--- src/rtl/shift_seq_pkg.sv ---
// Shared encodings for the shift sequencer: ops, shifter commands, entry-mux codes, states.
package shift_seq_pkg;

    localparam int unsigned AMT_W   = 5;
    localparam int unsigned LUI_AMT = 16;

    typedef enum logic [2:0] {
        OP_SLL  = 3'b000,
        OP_SRL  = 3'b001,
        OP_SRA  = 3'b010,
        OP_SLLV = 3'b011,
        OP_SRLV = 3'b100,
        OP_SRAV = 3'b101,
        OP_LUI  = 3'b110,
        OP_ILL  = 3'b111
    } op_e;

    typedef enum logic [2:0] {
        SH_NOP  = 3'b000,
        SH_LOAD = 3'b001,
        SH_SLL  = 3'b010,
        SH_SRL  = 3'b011,
        SH_SRA  = 3'b100
    } sh_e;

    typedef enum logic [1:0] {
        ENT_IMM = 2'b00,
        ENT_B   = 2'b01,
        ENT_A   = 2'b10
    } ent_e;

    typedef enum logic [1:0] {
        AMT_SRC_NONE  = 2'b00,
        AMT_SRC_SHAMT = 2'b01,
        AMT_SRC_RS    = 2'b10,
        AMT_SRC_LUI   = 2'b11
    } amt_src_e;

    typedef enum logic [1:0] {
        ST_IDLE  = 2'b00,
        ST_LOAD  = 2'b01,
        ST_SHIFT = 2'b10,
        ST_WB    = 2'b11
    } state_e;

    typedef struct packed {
        ent_e     entry;
        sh_e      shift;
        amt_src_e amt_src;
    } op_dec_t;

endpackage

--- src/rtl/shift_op_decode.sv ---
// Pure combinational map from an op code to entry-mux select, shift command and amount source.
module shift_op_decode
    import shift_seq_pkg::*;
(
    input  logic [2:0] op,
    output op_dec_t    dec
);

    always_comb begin
        dec.entry   = ENT_B;
        dec.shift   = SH_NOP;
        dec.amt_src = AMT_SRC_NONE;
        case (op)
            OP_SLL:  begin dec.shift = SH_SLL; dec.amt_src = AMT_SRC_SHAMT; end
            OP_SRL:  begin dec.shift = SH_SRL; dec.amt_src = AMT_SRC_SHAMT; end
            OP_SRA:  begin dec.shift = SH_SRA; dec.amt_src = AMT_SRC_SHAMT; end
            OP_SLLV: begin dec.shift = SH_SLL; dec.amt_src = AMT_SRC_RS;    end
            OP_SRLV: begin dec.shift = SH_SRL; dec.amt_src = AMT_SRC_RS;    end
            OP_SRAV: begin dec.shift = SH_SRA; dec.amt_src = AMT_SRC_RS;    end
            OP_LUI:  begin
                dec.entry   = ENT_IMM;
                dec.shift   = SH_SLL;
                dec.amt_src = AMT_SRC_LUI;
            end
            default: ;
        endcase
    end

endmodule

--- src/rtl/shift_sequencer.sv ---
// Sequences the shift register and its entry mux through IDLE/LOAD/SHIFT/WB.
// Optional SHIFT_ITER_EN: shift one bit per cycle, counting the latched amount down.
module shift_sequencer
    import shift_seq_pkg::*;
(
    input  logic             clk,
    input  logic             reset,
    input  logic             start,
    input  logic [2:0]       op,
    input  logic [AMT_W-1:0] shamt,
    input  logic [AMT_W-1:0] rs_amt,
    output logic [1:0]       entry_ctrl,
    output logic [2:0]       shift_ctrl,
    output logic [AMT_W-1:0] shift_n,
    output logic             busy,
    output logic             done
);

    state_e           r_state;
    state_e           w_state_nxt;
    logic [2:0]       r_op;
    logic [2:0]       w_op_nxt;
    logic [AMT_W-1:0] r_amt;
    logic [AMT_W-1:0] w_amt_nxt;
    logic             w_accept;
    op_dec_t          w_dec;

    logic [1:0]       r_entry;
    logic [2:0]       r_shift;
    logic [AMT_W-1:0] r_shift_n;
    logic             r_busy;
    logic             r_done;
    logic [1:0]       w_entry_nxt;
    logic [2:0]       w_shift_nxt;
    logic [AMT_W-1:0] w_shift_n_nxt;
    logic             w_busy_nxt;
    logic             w_done_nxt;

`ifdef SHIFT_ITER_EN
    logic [AMT_W-1:0] r_cnt;
    logic [AMT_W-1:0] w_cnt_nxt;
`endif

    // Decode the op that will be held next cycle so outputs can be registered.
    assign w_accept = (r_state == ST_IDLE) && start && (op != OP_ILL);
    assign w_op_nxt = w_accept ? op : r_op;

    shift_op_decode u_decode (
        .op  (w_op_nxt),
        .dec (w_dec)
    );

    always_comb begin
        w_state_nxt = r_state;
        w_amt_nxt   = r_amt;
`ifdef SHIFT_ITER_EN
        w_cnt_nxt   = r_cnt;
`endif
        case (r_state)
            ST_IDLE: begin
                if (w_accept) begin
                    w_state_nxt = ST_LOAD;
                    case (w_dec.amt_src)
                        AMT_SRC_SHAMT: w_amt_nxt = shamt;
                        AMT_SRC_RS:    w_amt_nxt = rs_amt;
                        AMT_SRC_LUI:   w_amt_nxt = AMT_W'(LUI_AMT);
                        default:       w_amt_nxt = r_amt;
                    endcase
                end
            end
            ST_LOAD: begin
`ifdef SHIFT_ITER_EN
                w_cnt_nxt   = r_amt;
                w_state_nxt = (r_amt == '0) ? ST_WB : ST_SHIFT;
`else
                w_state_nxt = ST_SHIFT;
`endif
            end
            ST_SHIFT: begin
`ifdef SHIFT_ITER_EN
                w_cnt_nxt   = r_cnt - AMT_W'(1);
                w_state_nxt = (r_cnt <= AMT_W'(1)) ? ST_WB : ST_SHIFT;
`else
                w_state_nxt = ST_WB;
`endif
            end
            ST_WB:   w_state_nxt = ST_IDLE;
            default: w_state_nxt = ST_IDLE;
        endcase
    end

    // Moore outputs of the upcoming state, registered so they line up with it.
    always_comb begin
        w_entry_nxt   = 2'b00;
        w_shift_nxt   = 3'b000;
        w_shift_n_nxt = '0;
        w_busy_nxt    = 1'b0;
        w_done_nxt    = 1'b0;
        case (w_state_nxt)
            ST_LOAD: begin
                w_entry_nxt = w_dec.entry;
                w_shift_nxt = SH_LOAD;
                w_busy_nxt  = 1'b1;
            end
            ST_SHIFT: begin
                w_entry_nxt   = w_dec.entry;
                w_shift_nxt   = w_dec.shift;
`ifdef SHIFT_ITER_EN
                w_shift_n_nxt = AMT_W'(1);
`else
                w_shift_n_nxt = w_amt_nxt;
`endif
                w_busy_nxt    = 1'b1;
            end
            ST_WB: begin
                w_entry_nxt = w_dec.entry;
                w_busy_nxt  = 1'b1;
                w_done_nxt  = 1'b1;
            end
            default: ;
        endcase
    end

    always_ff @(posedge clk) begin
        if (reset) begin
            r_state   <= ST_IDLE;
            r_op      <= '0;
            r_amt     <= '0;
            r_entry   <= '0;
            r_shift   <= '0;
            r_shift_n <= '0;
            r_busy    <= 1'b0;
            r_done    <= 1'b0;
`ifdef SHIFT_ITER_EN
            r_cnt     <= '0;
`endif
        end else begin
            r_state   <= w_state_nxt;
            r_op      <= w_op_nxt;
            r_amt     <= w_amt_nxt;
            r_entry   <= w_entry_nxt;
            r_shift   <= w_shift_nxt;
            r_shift_n <= w_shift_n_nxt;
            r_busy    <= w_busy_nxt;
            r_done    <= w_done_nxt;
`ifdef SHIFT_ITER_EN
            r_cnt     <= w_cnt_nxt;
`endif
        end
    end

    assign entry_ctrl = r_entry;
    assign shift_ctrl = r_shift;
    assign shift_n    = r_shift_n;
    assign busy       = r_busy;
    assign done       = r_done;

endmodule

--- config.mk ---
export PLATFORM = sky130hd
export DESIGN_NAME = shift_sequencer
export DESIGN_NICKNAME = d
export VERILOG_FILES = /design/src/rtl/shift_seq_pkg.sv /design/src/rtl/shift_op_decode.sv /design/src/rtl/shift_sequencer.sv
export SDC_FILE = /design/constraint.sdc
export NUM_CORES = 1
export LEC_CHECK = 0
export CAP_MARGIN = 20
export CORE_UTILIZATION = 48
export CTS_CLUSTER_DIAMETER = 30
export CTS_CLUSTER_SIZE = 24
export DETAILED_ROUTE_END_ITERATION = 8
export PLACE_DENSITY = 0.94
export RECOVER_POWER = 50
export SETUP_SLACK_MARGIN = 0.5
export SYNTH_ARGS = -nofsm -noshare
export SYNTH_HDL_FRONTEND = slang
export SYNTH_SLANG_ARGS = --single-unit
--- constraint.sdc ---
create_clock -name clk -period 5.1 [get_ports clk]
set_input_delay 0.765 -clock clk [delete_from_list [all_inputs] [get_ports clk]]
set_output_delay 0.765 -clock clk [all_outputs]
set_load 0.005 [all_outputs]
==> results.md, run 1 <==
- The worst hold path belongs to the class reg2reg.
- The end point of the worst hold path is r_amt[4]$_SDFF_PP0_.
- The pin count of the biggest net entering global routing is 19.
- The starting density of the core is 0.520.
- By count the netlist is led by dfxtp_1, o22ai_1, nor2_1.
- Of the available clock period, the critical path in the final layout requires 0.452.
- The die width is 45.5 microns.
- The clock-pin slew of the registers on the worst-case setup and hold paths is 0.11 ns.
- After technology mapping, the gate count stands at 96.
- For this run, the register share of the synthesized area comes to 0.463.
- The element type at the critical path start is a primary input.
- In this run the worst path has a maximum fanout of 8.
- In this run the clock root is driven by a clkbuf_4.
- The longest clock path from root to sink contains 2 buffers.
- After synthesis, the mean cell area works out to 9.46 sq um.
- Detailed routing inserted a total of 843 vias.
- For the pin with the worst max-slew slack, the measured transition is 0.641 ns.
- In this run, synthesis inferred 0 flip-flops with an integrated enable.
- The leading register cell type out of synthesis is dfxtp_1.
- The static leakage power is 0.465 nW.
- For this design the top-level I/O count stands at 28.
- The DRC violations left is 0.
- Measured along the y axis, the die boundary spans 45.5 microns.
- In the global route stage, overall resource usage came out at 0.209.
- Of the post-synthesis cell area, the dominant cell type holds 0.463.
- The share of post-route cells with drive strength above 1 is 0.0820.
- In this run the critical register-to-register path is launched from r_state[0]$_SDFF_PP0_.
- The number of endpoints failing setup at the final stage is 0.
- By area the synthesized netlist is led by dfxtp_1, o22ai_1, ha_1.
- The final number of max-transition violations is 0.
- The detailed-route wire length per cell is 14.5 microns.
- The antenna violation net count after detailed routing is 0.
- The cts-stage hold buffer count is 0.
- The run finished with clean final reports.
- The fraction of registers with async set or reset after synthesis is 0.
- The clock arrives with 0.00887 ns of skew.
- The power density normalized to cell area is 445 nW/um^2.
- Measured in cells, the most critical reg-to-reg path has a length of 7.
- The final layout contains routed wiring with a total length of 2.13 mm.
- The synthesized area is 908 sq um.
- The endpoint of the worst register-to-register path is shift_ctrl[0]$_SDFF_PP0_.
- The worst pin sits at a relative slew slack of 0.571.
- The number of detailed-route iterations in the first pass is 4.
- The maximum level of the CTS H-tree is 1.
- The initialized floorplan defines 15 standard-cell rows.
- The kind of critical path is in2reg.
- Counting flops and latches in the post-synthesis netlist gives 21.
- The startpoint identified for the worst hold timing path is r_amt[4]$_SDFF_PP0_.
- Setup repair after global routing left no endpoint under its margin.
- The largest voltage drop on the vdd net is 285 uV.
- The library cell with the highest instance count after synthesis is dfxtp_1.
- The number of global-route vias before repair is 755.
- The clock sink count is 21.
- The number of antenna violations at the first check in global routing is 0.
- Counting I/O delays and the setup requirement, the final critical path takes 2.31 ns.
- The total area inside the core boundary comes to 1750 sq um.
- The worst setup path is captured at a flip-flop.
- In this run the post-CTS setup repair buffer count came out at 0.
- The achievable clock frequency is 434 MHz.
- The post-DP HPWL is 1.50 mm.
- The die covers 2070 sq um.
- The final-layout setup total negative slack is 0 ns.
- Yosys printed 0 warnings.
- At the end of routability-driven placement, the weighted congestion stood at 0.847.
- The starting DRC count in detailed routing is 31.
- Measured on the finished design, the core utilization comes to 0.687.
- In the final design database the tool counted 143 nets.
- 0 antenna diodes ended up in the layout.
- Counting instances, the worst hold path has a depth of 2.
- In this run the register-to-register setup slack is 3.14 ns.
- Across the run, the number of max-cap violations was 0.
- The first global-routing pass estimated 3.11 mm of wire.
- The net count after synthesis is 116.
- The area added between synthesis and finish is 32.0%.
- After global routing the overflow that remains totals 0.
- Counting the buffers created by CTS gives 3.
- The number of gates resized after CTS was 0.
- The insertion delay to the later sink of the worst-skew pair is 0.31 ns.
- The largest total area in the synthesized netlist belongs to dfxtp_1.
- The TritonCTS clock tree is yes.
- In the routed layout, each cell is associated on average with a via count of 5.73.
- Data arrives at the worst endpoint at 2.48 ns.
- Data on the critical path is required at its endpoint by 5.27 ns.
- The unique cell type count in the Yosys netlist is 33.
- The number of hold violations in the final report is 0.
- Buffers placed on the I/O ports in this run total 26.
[area by class of cell]
cell class / instances / area (sq um)
fill: 149 / 547
multi-input combinational: 66 / 440
clock buffer: 3 / 22.5
inverter: 5 / 18.8
tap: 25 / 31.3
sequential: 21 / 420
clock inverter: 1 / 5.00
timing repair buffer: 26 / 260
[worst max-delay path: stages]
cell           delay (ns)
dlygate4sd3_1        0.71
nand2_1              0.09
a31oi_1              0.29
a22oi_1              0.16
a311oi_1             0.37
nor3_1               0.09
[through the flow]
stage / instances / power, mW / area [sq um] / setup slack (ns) / hold slack, ns
2_1_floorplan: 96 / 0.377 / 908 / 3.28 / 0.522
3_3_place_gp: 143 / 0.450 / 1180 / 2.64 / 0.534
3_5_place_dp: 143 / 0.463 / 1180 / 2.59 / 0.565
4_1_cts: 147 / 0.544 / 1200 / 2.91 / 0.593
5_1_grt: 147 / 0.563 / 1200 / 2.74 / 0.616
6_report: 147 / 0.533 / 1200 / 2.79 / 0.587
[flip-flops by register name (all words and copies together) (netlist names)]
signal      flops
r_amt           5
shift_n         5
r_op            3
shift_ctrl      3
r_state         2
busy            1
done            1
entry_ctrl      1
[power breakdown]
group          switching (mW)  internal, mW  total (mW)
Sequential             0.0141         0.204       0.218
Clock                  0.0510        0.0293      0.0803
Combinational           0.132         0.103       0.235
[metal layers]
| metal | share of wire | up-vias | wire length [microns] | track usage |
|---|---|---|---|---|
| li1 | - | 404 | - | - |
| met1 | 0.42 | 399 | 899 | 0.242 |
| met4 | 0.0056 | 0 | 12 | 0.127 |
| met2 | 0.51 | 38 | 1100 | 0.357 |
| met5 | 0 | - | 0 | 0 |
| met3 | 0.058 | 2 | 124 | 0.0317 |
[cell families (layout without fill, tap and decap cells)]
family,count (synthesis),after routing,synth area share
other,1,1,0.00413
AND/OR/NAND/NOR,30,30,0.175
XOR/XNOR,1,1,0.00964
flip-flops,21,21,0.463
buffers and inverters,9,35,0.0455
adder cells (fa/ha/maj),4,4,0.0551
AO/OA/AOI/OAI,30,30,0.248
[worst max path at each step]
stage          start                        to  slack (ns)  cells past startpoint
2_1_floorplan  op[2]  shift_ctrl[2]$_SDFF_PP0_        3.28                      6
3_3_place_gp   op[2]     shift_n[4]$_SDFF_PP0_        2.64                      6
3_5_place_dp   op[2]       r_amt[4]$_SDFF_PP0_        2.59                      6
4_1_cts        op[2]       r_amt[4]$_SDFF_PP0_        2.91                      6
5_1_grt        op[2]       r_amt[4]$_SDFF_PP0_        2.74                      6
6_report       op[2]       r_amt[4]$_SDFF_PP0_        2.79                      6
[cells in the final DEF (no fill, tap or decap), drive strengths merged]
| cell | count |
|---|---|
| a311o | 1 |
| o32ai | 1 |
| ha | 4 |
| a21boi | 1 |
| nor3b | 1 |
| clkinv | 1 |
| dfxtp | 21 |
| nand2b | 1 |
| dlygate4sd3 | 13 |
| nor2b | 2 |
| clkbuf | 3 |
| nor2 | 6 |
| o22ai | 11 |
| or2 | 1 |
| a31oi | 2 |
| a31o | 1 |
| nand3 | 5 |
| a22oi | 5 |
| nor3 | 3 |
| nand3b | 4 |
| conb | 1 |
| or3 | 2 |
| o21a | 1 |
| o211a | 1 |
| inv | 5 |
| clkdlybuf4s50 | 13 |
| a311oi | 1 |
| nand2 | 5 |
| a21oi | 3 |
| o21ai | 2 |
| xnor2 | 1 |
No activity file was read; power rests on OpenSTA's default activity.
==> inputs of run 2 (changes only) <==
--- a/config.mk
+++ b/config.mk
@@ -6,11 +6,11 @@
 export NUM_CORES = 1
 export LEC_CHECK = 0
 export CAP_MARGIN = 20
-export CORE_UTILIZATION = 48
+export CORE_UTILIZATION = 40
 export CTS_CLUSTER_DIAMETER = 30
 export CTS_CLUSTER_SIZE = 24
 export DETAILED_ROUTE_END_ITERATION = 8
-export PLACE_DENSITY = 0.94
+export PLACE_DENSITY = 0.85
 export RECOVER_POWER = 50
 export SETUP_SLACK_MARGIN = 0.5
 export SYNTH_ARGS = -nofsm -noshare
==> constraint.sdc (replaced) <==
create_clock -name clk -period 2.1 [get_ports clk]
set_input_delay 0.315 -clock clk [delete_from_list [all_inputs] [get_ports clk]]
set_output_delay 0.315 -clock clk [all_outputs]
set_load 0.005 [all_outputs]
==> results.md, run 2 (synthesis results as in run 1) <==
- Status: complete, no violations (unchanged).
- The delay contributed by the slowest stage of the critical path is 0.38 ns (was 0.71 ns).
- The power density normalized to cell area was 1080 nW/um^2 (was 445 nW/um^2).
- The TritonCTS clock tree is yes (unchanged).
- The signal arrival time at the worst endpoint is 2.01 ns (was 2.48 ns).
- The area of the die is 2470 sq um (was 2070 sq um).
- The starting DRC count in detailed routing is 13 (was 31).
- The maximum count of clock buffers along a single path is 2 (unchanged).
- The launching element of the worst setup path is r_state[0]$_SDFF_PP0_ (was op[2]).
- The area added between synthesis and finish is 55.2% (was 32.0%).
- The placement row count was 16 (was 15).
- The met3 usage was 0.0556 (was 0.0317).
- The number of global-route vias before repair is 801 (was 755).
- The path category of the worst min-delay check is in2reg (was reg2reg).
- The clock share of power is 0.124 (was 0.151).
- The cell chosen for the clock root was clkbuf_4 (unchanged).
- The static leakage power is 0.538 nW (was 0.465 nW).
- The startpoint of the worst register-to-register path is r_state[0]$_SDFF_PP0_ (unchanged).
- The die outline height is 49.7 microns (was 45.5 microns).
- The number of detailed-route iterations in the first pass is 4 (unchanged).
- The power dissipated by switching net loads is 0.587 mW (was 0.197 mW).
- The pin count of the biggest net entering global routing was 14 (was 19).
- The total routing usage reported by global routing came to 0.187 (was 0.209).
- The final-layout setup total negative slack was 0 ns (unchanged).
- The detailed-route wire length per cell was 15.5 microns (was 14.5 microns).
- The sequential power share is 0.357 (was 0.409).
- The cell with the largest stage delay on the worst path is or3_1 (was dlygate4sd3_1).
- The number of max-cap violations is 0 (unchanged).
- The last element of the critical path is shift_ctrl[2]$_SDFF_PP0_ (was r_amt[4]$_SDFF_PP0_).
- The count of nets after finishing is 150 (was 143).
- The endpoint of the worst register-to-register path was shift_ctrl[2]$_SDFF_PP0_ (was shift_ctrl[0]$_SDFF_PP0_).
- The largest voltage drop on the vdd net is 810 uV (was 285 uV).
- Commonest cells after routing, fill and taps aside: dfxtp_1, clkdlybuf4s50_1, dlygate4sd3_1, o22ai_1, buf_4 (was dfxtp_1, clkdlybuf4s50_1, dlygate4sd3_1, o22ai_1, nor2_1).
- The starting density of the core is 0.445 (was 0.520).
- The overall via count from detail_route is 851 (was 843).
- The number of filler instances in the final layout is 171 (was 149).
- The met1 track utilization from global routing came to 0.195 (was 0.242).
- The kind of critical path is reg2reg (was in2reg).
- The category of the worst setup path capture point is a flip-flop (unchanged).
- The switching share of total power is 0.384 (was 0.370).
- The reg-to-reg setup timing slack came to 0.32 ns (was 3.14 ns).
- The core region area is 2040 sq um (was 1750 sq um).
- The DRC violations left is 0 (unchanged).
- The die width is 49.7 microns (was 45.5 microns).
- The utilization of the core after routing is 0.691 (was 0.687).
- The achievable clock frequency is 563 MHz.
- The number of endpoints failing setup at the final stage was 0 (unchanged).
- The clock skew was 0.00217 ns (was 0.00887 ns).
- The critical-path maximum fanout came to 9 (was 8).
- The most crowded layer after global routing was met2 (unchanged).
- The fraction of power consumed by combinational cells came to 0.519 (was 0.440).
- The tightest hold margin was 0.575 ns (was 0.587 ns).
- The clock-pin slew of the registers on the worst-case setup and hold paths was 0.11 ns (about the same).
- The element type at the critical path start is a flip-flop (was primary input).
- The post-DP HPWL was 1.45 mm (was 1.50 mm).
- The number of antenna violations at the first check in global routing was 0 (unchanged).
- The number of hold violations in the final report is 0 (unchanged).
- The global placer's final weighted congestion was 0.785 (was 0.847).
- The mean number of vias per cell is 5.46 (was 5.73).
- Dividing the final minimum period by the clock period gives 0.846.
- The internal power came to 0.943 mW (was 0.336 mW).
- Critical path, cell by cell: inv_2 > ha_1 > nand2_8 > a21oi_2 > o22ai_4 > or3_1 > a21oi_1 (was dlygate4sd3_1 > nand2_1 > a31oi_1 > a22oi_1 > a311oi_1 > nor3_1).
- The maximum level of the CTS H-tree came to 1 (unchanged).
- The number of top-level pins is 28 (unchanged).
- The antenna violation net count after detailed routing is 0 (unchanged).
- The insertion delay to the later sink of the worst-skew pair is 0.30 ns (was 0.31 ns).
- The worst endpoint required time came to 2.34 ns (was 5.27 ns).
- After layout, the minimum clock period comes to 1.78 ns.
- The aggregate global routing overflow is 0 (unchanged).
- The final number of max-transition violations is 0 (unchanged).
- The final routed wirelength across all metal layers came to 2.42 mm (was 2.13 mm).
- The number of cells on the worst hold path came to 3 (was 2).
- Unrepaired setup endpoints after global routing: yes (was no).
- The clock sink count is 21 (unchanged).
- The share of post-route cells with drive strength above 1 came to 0.256 (was 0.0820).
- The number of antenna repair diodes was 0 (unchanged).
- The cts-stage hold buffer count is 0 (unchanged).
- The global routing met2 resource utilization is 0.342 (was 0.357).
- The TritonCTS buffer count came to 3 (unchanged).
- The global-route wire length before repair is 3.44 mm (was 3.11 mm).
- The number of cells on the worst reg-to-reg path is 7 (unchanged).
- The most common cell after layout, fill and taps aside is dfxtp_1 (unchanged).
- The total of buffers placed on input and output ports came to 26 (unchanged).
[run 2: critical path, delay by kind of cell (launching register included)]
family,cells,cell delay (ns)
AND/OR/NAND/NOR,2,0.52
AO/OA/AOI/OAI,3,0.44
flip-flops,1,0.34
adder cells (fa/ha/maj),1,0.34
buffers and inverters,1,0.08
[run 2: layout make-up]
cell class                 count  area [sq um]  area share
clock buffer                   4          26.3      0.0186
multi-input combinational     66           598       0.424
sequential                    21           423       0.300
tap                           27          33.8      0.0240
timing repair buffer          33           310       0.220
inverter                       5          18.8      0.0133
[run 2: worst min path at each step]
stage                         from               endpoint  slack (ns)
2_1_floorplan            rs_amt[3]  shift_n[3]$_SDFF_PP0_        0.47
3_3_place_gp   r_amt[4]$_SDFF_PP0_    r_amt[4]$_SDFF_PP0_        0.55
3_5_place_dp   r_amt[3]$_SDFF_PP0_    r_amt[3]$_SDFF_PP0_        0.56
4_1_cts        r_amt[3]$_SDFF_PP0_    r_amt[3]$_SDFF_PP0_        0.59
5_1_grt                      start     r_op[1]$_SDFF_PP0_        0.59
6_report                     start     r_op[1]$_SDFF_PP0_        0.58
[run 2: metal layers]
layer	up-vias	wire [microns]
met5	-	0
met3	6	98
met4	0	50
li1	426	-
met2	28	1350
met1	391	917
[run 2: per-stage QoR]
| step | worst slack, ns | cells | total power [mW] | cell area (sq um) |
|---|---|---|---|---|
| floorplan | 0.507 | 96 | 0.919 | 915 |
| global placement | 0.134 | 148 | 1.11 | 1210 |
| detailed placement | 0.0600 | 148 | 1.13 | 1210 |
| CTS | 0.499 | 152 | 1.41 | 1290 |
| global route | 0.255 | 156 | 1.64 | 1410 |
| finish | 0.323 | 156 | 1.53 | 1410 |
[run 2: timing repair]
| action | in CTS | in global routing |
|---|---|---|
| setup endpoints to repair | 16 | 13 |
| hold endpoints to repair | 0 | 0 |
| buffers inserted | 0 | 4 |
| pin swaps | 2 | 7 |
| gates resized for setup | 14 | 20 |
[run 2: power by group through the flow]
stage          Combinational (mW)  Sequential [mW]  Clock, mW
3_3_place_gp                0.572            0.535          0
5_1_grt                     0.861            0.555      0.219
4_1_cts                     0.677            0.536      0.195
2_1_floorplan               0.381            0.539          0
6_report                    0.793            0.546      0.190
3_5_place_dp                0.590            0.537          0
==> inputs of run 3 (changes only) <==
==> constraint.sdc (replaced) <==
create_clock -name clk -period 1.4 [get_ports clk]
set_input_delay 0.21 -clock clk [delete_from_list [all_inputs] [get_ports clk]]
set_output_delay 0.21 -clock clk [all_outputs]
set_load 0.005 [all_outputs]
==> results.md, run 3 (synthesis results as in run 1) <==
- Status: complete, but fails checks (was complete, no violations).
- The final reports fail on negative setup slack.
- The number of endpoints failing setup at the final stage was 14 (was 0).
- The aggregate global routing overflow is 0 (unchanged).
- The insertion delay to the later sink of the worst-skew pair came to 0.31 ns (was 0.30 ns).
- The share of post-route cells with drive strength above 1 is 0.353 (was 0.256).
- Unrepaired setup endpoints after global routing: yes (unchanged).
- The total of buffers placed on input and output ports is 26 (unchanged).
- The area of the die is 2470 sq um (unchanged).
- The static leakage power was 0.554 nW (was 0.538 nW).
- The antenna violation net count after detailed routing is 0 (unchanged).
- The area added between synthesis and finish is 53.2% (was 55.2%).
- The placed standard-cell area was 1380 sq um (was 1210 sq um).
- The number of antenna repair diodes is 0 (unchanged).
- The maximum count of clock buffers along a single path is 2 (unchanged).
- The largest voltage drop on the vdd net is 1310 uV (was 810 uV).
- The number of top-level pins is 28 (unchanged).
- The die width is 49.7 microns (unchanged).
- The path category of the worst min-delay check is in2reg (unchanged).
- The count of nets after finishing was 160 (was 150).
- The final-layout setup total negative slack is -1.80 ns (was 0 ns).
- The most common cell after layout, fill and taps aside was dfxtp_1 (unchanged).
- The TritonCTS clock tree is yes (unchanged).
- The clock skew is 0.00484 ns (was 0.00217 ns).
- The maximum level of the CTS H-tree is 1 (unchanged).
- The signal arrival time at the worst endpoint is 1.82 ns (was 2.01 ns).
- The end point of the worst hold path is shift_n[2]$_SDFF_PP0_ (was r_op[1]$_SDFF_PP0_).
- The amount of wire on met3 after detailed routing was 115 microns (was 98 microns).
- The mean number of vias per cell is 5.41 (was 5.46).
- The achievable clock frequency was 636 MHz (was 563 MHz).
- The post-DP HPWL is 1.71 mm (was 1.45 mm).
- The total power is 2.37 mW (was 1.53 mW).
- The global placer's final weighted congestion is 0.783 (was 0.785).
- The launch instance of the worst min-delay path is rs_amt[2] (was start).
- The element type at the critical path start is a flip-flop (unchanged).
- The cell area after layout is 1390 sq um (was 1410 sq um).
- The core region area is 2040 sq um (unchanged).
- The cts-stage hold buffer count was 0 (unchanged).
- The top layer reached by signal wires is met4 (unchanged).
- The cell chosen for the clock root is clkbuf_4 (unchanged).
- The final number of max-transition violations was 0 (unchanged).
- The number of cells on the worst hold path is 3 (unchanged).
- The least setup slack across all paths after layout is -0.172 ns (was 0.323 ns).
- The category of the worst setup path capture point is a flip-flop (unchanged).
- The clock sink count is 21 (unchanged).
- The utilization of the core after routing was 0.681 (was 0.691).
- The TritonCTS buffer count was 3 (unchanged).
- The final routed wirelength across all metal layers was 2.37 mm (was 2.42 mm).
- The reg-to-reg setup timing slack is -0.17 ns (was 0.32 ns).
- The placement row count is 16 (unchanged).
- The total routing usage reported by global routing is 0.204 (was 0.187).
- The met1 routed wirelength after detailed routing is 898 microns (was 917 microns).
- The detailed-route wire length per cell is 14.3 microns (was 15.5 microns).
- The tightest hold margin is 0.510 ns (was 0.575 ns).
- The pin count of the biggest net entering global routing came to 12 (was 14).
- The clock-pin slew of the registers on the worst-case setup and hold paths came to 0.11 ns (about the same).
- The number of hold violations in the final report was 0 (unchanged).
- The number of global-route vias before repair is 870 (was 801).
- The kind of critical path is reg2reg (unchanged).
- The overall via count from detail_route is 898 (was 851).
- The worst endpoint required time is 1.65 ns (was 2.34 ns).
- The number of cells on the worst reg-to-reg path is 7 (unchanged).
- The DRC violations left is 0 (unchanged).
- The global-route wire length before repair is 3.72 mm (was 3.44 mm).
- The post-route fraction of the period consumed by the critical path is 1.12 (was 0.846).
- The die outline height is 49.7 microns (unchanged).
- The critical-path maximum fanout is 9 (unchanged).
- The number of detailed-route iterations in the first pass is 6 (was 4).
- The number of max-cap violations is 0 (unchanged).
- The met2 routed wirelength is 1.27 mm (was 1.35 mm).
- The starting density of the core came to 0.445 (unchanged).
- The power density normalized to cell area came to 1700 nW/um^2 (was 1080 nW/um^2).
- Commonest cells after routing, fill and taps aside: dfxtp_1, buf_4, clkdlybuf4s50_1, o22ai_1, buf_2 (was dfxtp_1, clkdlybuf4s50_1, dlygate4sd3_1, o22ai_1, buf_4).
- The number of antenna violations at the first check in global routing is 0 (unchanged).
- The endpoint of the worst register-to-register path is shift_ctrl[2]$_SDFF_PP0_ (unchanged).
- The post-route minimum period is 1.57 ns (was 1.78 ns).
- The starting DRC count in detailed routing came to 9 (was 13).
- The startpoint of the worst register-to-register path is r_state[1]$_SDFF_PP0_ (was r_state[0]$_SDFF_PP0_).
-- run 3: power by group --
part	total [mW]	switching, mW	internal [mW]
combinational	1.26	0.621	0.643
sequential	0.813	0.0600	0.753
clock	0.292	0.181	0.111
-- run 3: worst max path at each step --
stage                                    end  cells past startpoint                  start
floorplan           entry_ctrl[0]$_SDFF_PP0_                      7  r_state[0]$_SDFF_PP0_
global placement       shift_n[3]$_SDFF_PP0_                      5                  start
detailed placement  shift_ctrl[2]$_SDFF_PP0_                      6                  op[1]
CTS                    shift_n[3]$_SDFF_PP0_                      8  r_state[1]$_SDFF_PP0_
global route           shift_n[1]$_SDFF_PP0_                      8  r_state[1]$_SDFF_PP0_
finish              shift_ctrl[2]$_SDFF_PP0_                      7  r_state[1]$_SDFF_PP0_
-- run 3: layer usage --
layer  global-route usage  vias to the layer above
met5                    0                        -
met4                0.124                        0
met3               0.0432                        9
met2                0.392                       27
met1                0.192                      422
li1                     -                      440
-- run 3: through the flow --
step,worst slack [ns],instances
6_report,-0.172,166
5_1_grt,-0.225,166
4_1_cts,-0.151,166
3_5_place_dp,-0.418,161
3_3_place_gp,-0.368,161
2_1_floorplan,-0.0337,96
-- run 3: critical path, cell delays in order, from the launching register on --
cell and delay, ns:
dfxtp_2 0.34, inv_2 0.08, ha_4 0.17, nand2_8 0.09, a21oi_4 0.18, o22ai_4 0.12, or3_1 0.40, a21oi_2 0.14
-- run 3: final cells by class --
type | instances | area, sq um
clock buffers | 4 | 26.3
fillers | 179 | 651
inverters | 5 | 18.8
multi-input cells | 66 | 532
flip-flops and latches | 21 | 425
well taps | 27 | 33.8
repair buffers | 43 | 355
-- run 3: repair_timing --
| action | 4_1_cts | 5_1_grt |
|---|---|---|
| endpoints found under the setup margin | 31 | 31 |
| pin swaps | 6 | 0 |
| buffers inserted | 1 | 0 |
| endpoints found under the hold margin | 0 | 0 |
| gates resized for setup | 48 | 3 |
